### config.mk
export PLATFORM = sky130hd
export DESIGN_NAME = wb_regfile
export DESIGN_NICKNAME = d
export VERILOG_FILES = /design/src/rtl/pipeline_pkg.sv /design/src/rtl/regfile_array.sv /design/src/rtl/wb_regfile.sv
export SDC_FILE = /design/constraint.sdc
export NUM_CORES = 2
export LEC_CHECK = 0
export ABC_CLOCK_PERIOD_IN_PS = 5200
export CAP_MARGIN = 20
export CORE_MARGIN = 2
export CORE_UTILIZATION = 62
export DETAILED_ROUTE_END_ITERATION = 10
export GPL_TIMING_DRIVEN = 0
export HOLD_SLACK_MARGIN = 0.03
export PLACE_DENSITY = 0.88
export SYNTH_ARGS = -nofsm -noshare
export SYNTH_HDL_FRONTEND = slang
export SYNTH_SLANG_ARGS = --single-unit
### constraint.sdc
create_clock -name Clk -period 5.2 [get_ports Clk]
set_input_delay 1.56 -clock Clk [delete_from_list [all_inputs] [get_ports Clk]]
set_output_delay 1.56 -clock Clk [all_outputs]
set_load 0.005 [all_outputs]
### src/rtl/pipeline_pkg.sv
// Shared pipeline definitions: register index width, the r0 constant and the
// write-back record type consumed by the write-back stage and forwarding unit.
package pipeline_pkg;

    localparam int DATA_W    = 32;
    localparam int REG_IDX_W = 5;

    localparam logic [REG_IDX_W-1:0] REG_ZERO = 5'd0;

    typedef struct packed {
        logic                 valid;
        logic [REG_IDX_W-1:0] reg_idx;
        logic [DATA_W-1:0]    data;
    } wb_rec_t;

endpackage

### src/rtl/regfile_array.sv
// Architectural register storage: one synchronous write port, two
// combinational read ports, r0 hardwired to zero, synchronous clear on Rst.
module regfile_array #(
    parameter int DATA_W   = 32,
    parameter int NUM_REGS = 32
) (
    input  logic              Clk,
    input  logic              Rst,
    input  logic              writeEn,
    input  logic [4:0]        writeIdx,
    input  logic [DATA_W-1:0] writeData,
    input  logic [4:0]        readIdx1,
    input  logic [4:0]        readIdx2,
    output logic [DATA_W-1:0] readData1,
    output logic [DATA_W-1:0] readData2
);
    import pipeline_pkg::REG_ZERO;

    logic [DATA_W-1:0] regs [NUM_REGS];

    // Reset clears every entry and wins over a write in the same cycle;
    // writes aimed at r0 are dropped so the entry stays zero.
    always_ff @(posedge Clk) begin
        if (Rst) begin
            for (int i = 0; i < NUM_REGS; i++) begin
                regs[i] <= '0;
            end
        end else if (writeEn && (writeIdx != REG_ZERO)) begin
            regs[writeIdx] <= writeData;
        end
    end

    assign readData1 = (readIdx1 == REG_ZERO) ? '0 : regs[readIdx1];
    assign readData2 = (readIdx2 == REG_ZERO) ? '0 : regs[readIdx2];

endmodule

### src/rtl/wb_regfile.sv
// Write-back stage plus register file: selects and qualifies the write, keeps a
// one-cycle write-back record and a retirement counter. Option: WB_BYPASS_EN.
module wb_regfile #(
    parameter int DATA_W   = 32,
    parameter int NUM_REGS = 32,
    parameter int CNT_W    = 32
) (
    input  logic              Clk,
    input  logic              Rst,
    input  logic              regWrite_in,
    input  logic [DATA_W-1:0] dataMem_in,
    input  logic [DATA_W-1:0] ALUoutput_in,
    input  logic [4:0]        writeReg_in,
    input  logic              NoWrite_in,
    input  logic              MemRead_in,
    input  logic              stall_in,
    input  logic [4:0]        readReg1,
    input  logic [4:0]        readReg2,
    output logic [DATA_W-1:0] readData1,
    output logic [DATA_W-1:0] readData2,
    output logic [DATA_W-1:0] wbData_out,
    output logic [4:0]        wbReg_out,
    output logic              wbValid_out,
    output logic [CNT_W-1:0]  retire_count
);
    import pipeline_pkg::REG_ZERO;

    logic [DATA_W-1:0] wdata;
    logic              retire;
    logic              we;
    logic [DATA_W-1:0] arrData1;
    logic [DATA_W-1:0] arrData2;

    // A retirement is any unsuppressed write request, r0 included; only
    // nonzero destinations actually reach the array.
    assign wdata  = MemRead_in ? dataMem_in : ALUoutput_in;
    assign retire = regWrite_in & ~NoWrite_in & ~stall_in;
    assign we     = retire & (writeReg_in != REG_ZERO);

    regfile_array #(
        .DATA_W   (DATA_W),
        .NUM_REGS (NUM_REGS)
    ) uArray (
        .Clk       (Clk),
        .Rst       (Rst),
        .writeEn   (we),
        .writeIdx  (writeReg_in),
        .writeData (wdata),
        .readIdx1  (readReg1),
        .readIdx2  (readReg2),
        .readData1 (arrData1),
        .readData2 (arrData2)
    );

`ifdef WB_BYPASS_EN
    // we already excludes r0, so the bypass can never leak a value onto r0.
    assign readData1 = (we && (readReg1 == writeReg_in)) ? wdata : arrData1;
    assign readData2 = (we && (readReg2 == writeReg_in)) ? wdata : arrData2;
`else
    assign readData1 = arrData1;
    assign readData2 = arrData2;
`endif

    // Record and counter share the reset; the counter wraps freely.
    always_ff @(posedge Clk) begin
        if (Rst) begin
            wbValid_out  <= 1'b0;
            wbReg_out    <= REG_ZERO;
            wbData_out   <= '0;
            retire_count <= '0;
        end else begin
            wbValid_out <= we;
            wbReg_out   <= we ? writeReg_in : REG_ZERO;
            wbData_out  <= we ? wdata : '0;
            if (retire) begin
                retire_count <= retire_count + CNT_W'(1);
            end
        end
    end

endmodule

==> metrics.cfg, run 1 <==
[synth]
synth_flop_cell=edfxtp_1
synth_edf_count=1024
synth-seq-cells=1094
yosys.area_share.simple=0.103
syn-cell-area_um2=54700
yosys-mux-area-fraction=0.228
synthCells=3950
synth_xor_xnor_area_share=0.00144
synth-seq-area-share=0.588
yosys.area_share.adder=0.000229
postSynthAreaPerCell_um2=13.8
synth_compound_area_frac=0.0493
synth_cell_type_count=42
async_flop_share=0
synth_top_family_by_area=multiplexers
yosysWarnings=0

[grt]
overflow=2
grt.total_usage=0.676
grt_max_degree=26

[die]
initial_core_util=0.628
fp-row-count=108
die_y_um=301
pin_count=219
fp.dieW_um=301

[status]
error=[ERROR GRT-0232] Routing congestion too high. Check the congestion heatmap in the GUI.
haltStage=global routing
outcome=did not finish

[clocking]
holdBufCountCts=0
cts_sinks=1094
numCtsBuffers=110
cts_max_path_buffers=3
root_buffer=clkbuf_16
htree_levels=3

[placement]
gp_congestion=1.07
dp_slack_ns=-2.43
port_buffers=209
dpl.hpwl_um=148000

## synthesized netlist by cell type, types with 17 or more instances
cell type  number  share of area
mux2i_1       160          0.029
mux4_2        448           0.18
buf_1          57         0.0039
a311oi_1       64          0.010
nor2_1       1048          0.072
mux2_2         69          0.014
buf_2          50         0.0046
edfxtp_1     1024           0.56
a21oi_1        18         0.0016
nor2b_1        73         0.0083
a22oi_1        64         0.0088
nand2_1       139         0.0095
clkbuf_1      310          0.021
a221oi_1       17         0.0027
dfxtp_1        70          0.026
o21ai_0        88         0.0081
o2111ai_1      47         0.0075
a211oi_1       64         0.0088
nand2b_1       33         0.0038
## metal layers
metal	global-route usage	GRT overflow
met2	0.798	1
met3	0.624	0
met4	0.623	1
met5	0.366	0
met1	0.651	0
## stage by stage
step,instances,cell area [um^2]
2_1_floorplan,3981,54800
3_3_place_gp,5345,58400
3_5_place_dp,5387,59300
4_1_cts,5605,66200
## repair_timing
action / 4_1_cts
setup endpoints to repair: 64
setup buffers: 17
endpoints found under the hold margin: 0
gates resized for setup: 974
gates cloned: 1
pin swaps: 80
## cells by family after synthesis
| family | count (synthesis) |
|---|---|
| simple gates | 1369 |
| flops | 1094 |
| mux | 677 |
| buf+inv | 426 |
| compound gates | 373 |
| xor+xnor | 9 |
| fa+ha+maj | 1 |
| other cells | 1 |
==> run 2, diff against run 1 <==
--- a/config.mk
+++ b/config.mk
@@ -8,11 +8,10 @@
 export ABC_CLOCK_PERIOD_IN_PS = 5200
 export CAP_MARGIN = 20
 export CORE_MARGIN = 2
-export CORE_UTILIZATION = 62
+export CORE_UTILIZATION = 40
 export DETAILED_ROUTE_END_ITERATION = 10
 export GPL_TIMING_DRIVEN = 0
-export HOLD_SLACK_MARGIN = 0.03
-export PLACE_DENSITY = 0.88
+export PLACE_DENSITY_LB_ADDON = 0.15
 export SYNTH_ARGS = -nofsm -noshare
 export SYNTH_HDL_FRONTEND = slang
 export SYNTH_SLANG_ARGS = --single-unit
==> metrics.cfg, run 2 <==
[synth]
syn-cell-area_um2=54700
synth_top_cell_by_area=edfxtp_1
postSynthAreaPerCell_um2=13.8
synthCells=3950
synth_flop_cell=edfxtp_1
yosysWarnings=0
netlist.area_leader.share=0.562
synth_common_cells=nor2_1 (1048), edfxtp_1 (1024), mux4_2 (448)
yosysMostFrequentCell=nor2_1
synth-seq-area-share=0.588
synth_edf_count=1024
synth_area_leaders=edfxtp_1 (56%), mux4_2 (18%), nor2_1 (7.2%)
async_flop_share=0
synth_cell_type_count=42
synth-seq-cells=1094

[sta]
worst_pin_slew_ns=1.22
setup_ws_ns=-0.0839
fin_skew_ns=0.00909
finalMaxSlewViolations=0
finalHoldViolations=0
post-route-period-util=1.02
max_freq_ghz=0.189
setup_viol=26
min_period_ns=5.28
max_slew_margin=0.163

[die]
fp.dieW_um=374
core_um2=136000
initial_core_util=0.403
die_y_um=374
fp-row-count=135
pin_count=219
design.die.area_um2=140000

[placement]
dp_slack_ns=-3.14
gp_congestion=0.959
placed_area_um2=60300
port_buffers=209
dpl.hpwl_um=164000

[final_layout]
registers.top_by_ff_count=uArray.regs
largest_reg_flops=1024
reg_top3=uArray.regs x1024, retire_count x32, wbData_out x32
drive_above_1_share=0.279
layout_common_cells=nor2_1 (1042), edfxtp_1 (1024), mux4_2 (448)
fin_area_um2=67900
area_growth_syn_to_layout_pct=24.1
utilization=0.501
final_common_cell=nor2_1
final_nets=4472

[status]
outcome=finished, violations left
violations=setup timing

[clocking]
cts_sinks=1094
clock_latency_ns=0.78
root_buffer=clkbuf_16
htree_levels=3
clk_pin_slew_ns=0.06
holdBufCountCts=0
numCtsBuffers=121
cts_max_path_buffers=3
cts_tree=done

[run]
maxCapViolCount=0

[setup_path]
worst_setup_path_start_kind=primary input
cp-end-kind=output pin
crit_required_ns=3.64
critical_path_class=primary input to output pin
cp.arrival_ns=3.72
cp_max_fo=11

[route]
routed_wl_um=235000
vias=40637
drc=0
ant_nets=0
drtPass1Iterations=8
drt_iter0_markers=6309
wl_per_cell_um=37.4
routed_via_density=6.47

[grt]
grt_pass1_wl_um=319000
grt.total_usage=0.332
grt_max_degree=33
grt_pass1_vias=39748
overflow=0
antenna_found_initial=8

[power]
irDropWorstVdd_mv=0.329
p_per_area_nw_per_um2=331
power_mw=22.5
leakagePower_nw=22.5

[worst_hold_path]
hold_class=flip-flop to flip-flop

## run 2: cell counts after synthesis
Identical to the previous run, type by type.
## run 2: critical path: stages
cell and delay [ns]:
buf_12 0.18, buf_6 0.24, buf_4 0.22, buf_8 0.19, mux2i_1 0.10, nand2_1 0.10
o2111ai_2 0.24, a311oi_4 0.57, dlygate4sd2_1 0.31
## run 2: cells by family (layout without fill, tap and decap cells)
logic type	Yosys count	after routing	synth area share
compound gates	373	373	0.0493
xor+xnor	9	9	0.00144
fa+ha+maj	1	1	0.000229
buf+inv	426	939	0.0304
flops	1094	1094	0.588
mux	677	677	0.228
other cells	1	35	0.0000685
simple gates	1369	1369	0.103
## run 2: per-layer routing
layer,GRT usage,up-vias,share of wire
li1,-,15941,-
met1,0.432,20835,0.36
met2,0.489,3190,0.43
met5,0,-,0.00087
met3,0.0875,663,0.12
met4,0.225,8,0.079
## run 2: power by group
part           switching [mW]  internal, mW  total [mW]
combinational            2.04          1.35        3.39
sequential              0.218          10.0        10.3
clock                    3.85          5.00        8.84
total                    6.11          16.4        22.5
## run 2: worst paths after layout
kind                     from                to  slack [ns]  cells past startpoint
max               readReg2[2]     readData2[31]       -0.08                      9
min          retire_count[18]  retire_count[18]        0.51                      2
max reg2reg   retire_count[0]  retire_count[24]        2.86                      7
min reg2reg  retire_count[18]  retire_count[18]        0.51                      2
## run 2: through the flow
step / setup TNS (ns) / hold WS [ns] / instances
after floorplan: 0 / 0.477 / 3981
after global placement: -1398.92 / 0.483 / 5971
after detailed placement: -215.53 / 0.495 / 6025
after CTS: -0.0922 / 0.509 / 6272
after global routing: -0.00193 / 0.543 / 6276
final: -0.809 / 0.511 / 6278
## run 2: what timing repair did
| action | CTS | global route |
|---|---|---|
| resized for setup | 1029 | 56 |
| setup buffers | 20 | 1 |
| pin swaps | 94 | 26 |
| setup endpoints to repair | 64 | 44 |
## run 2: area by class of cell
cell class / instances / area (um^2)
clock buffers: 148 / 3190
inverters: 9 / 33.8
repair buffers: 287 / 3210
clock inverters: 83 / 778
fillers: 11685 / 67700
diodes: 3 / 7.51
multi-input cells: 2461 / 23100
flip-flops and latches: 1094 / 32200
well taps: 1781 / 2230
plain buffers: 412 / 3210
Power figures use the tool's default switching activity.
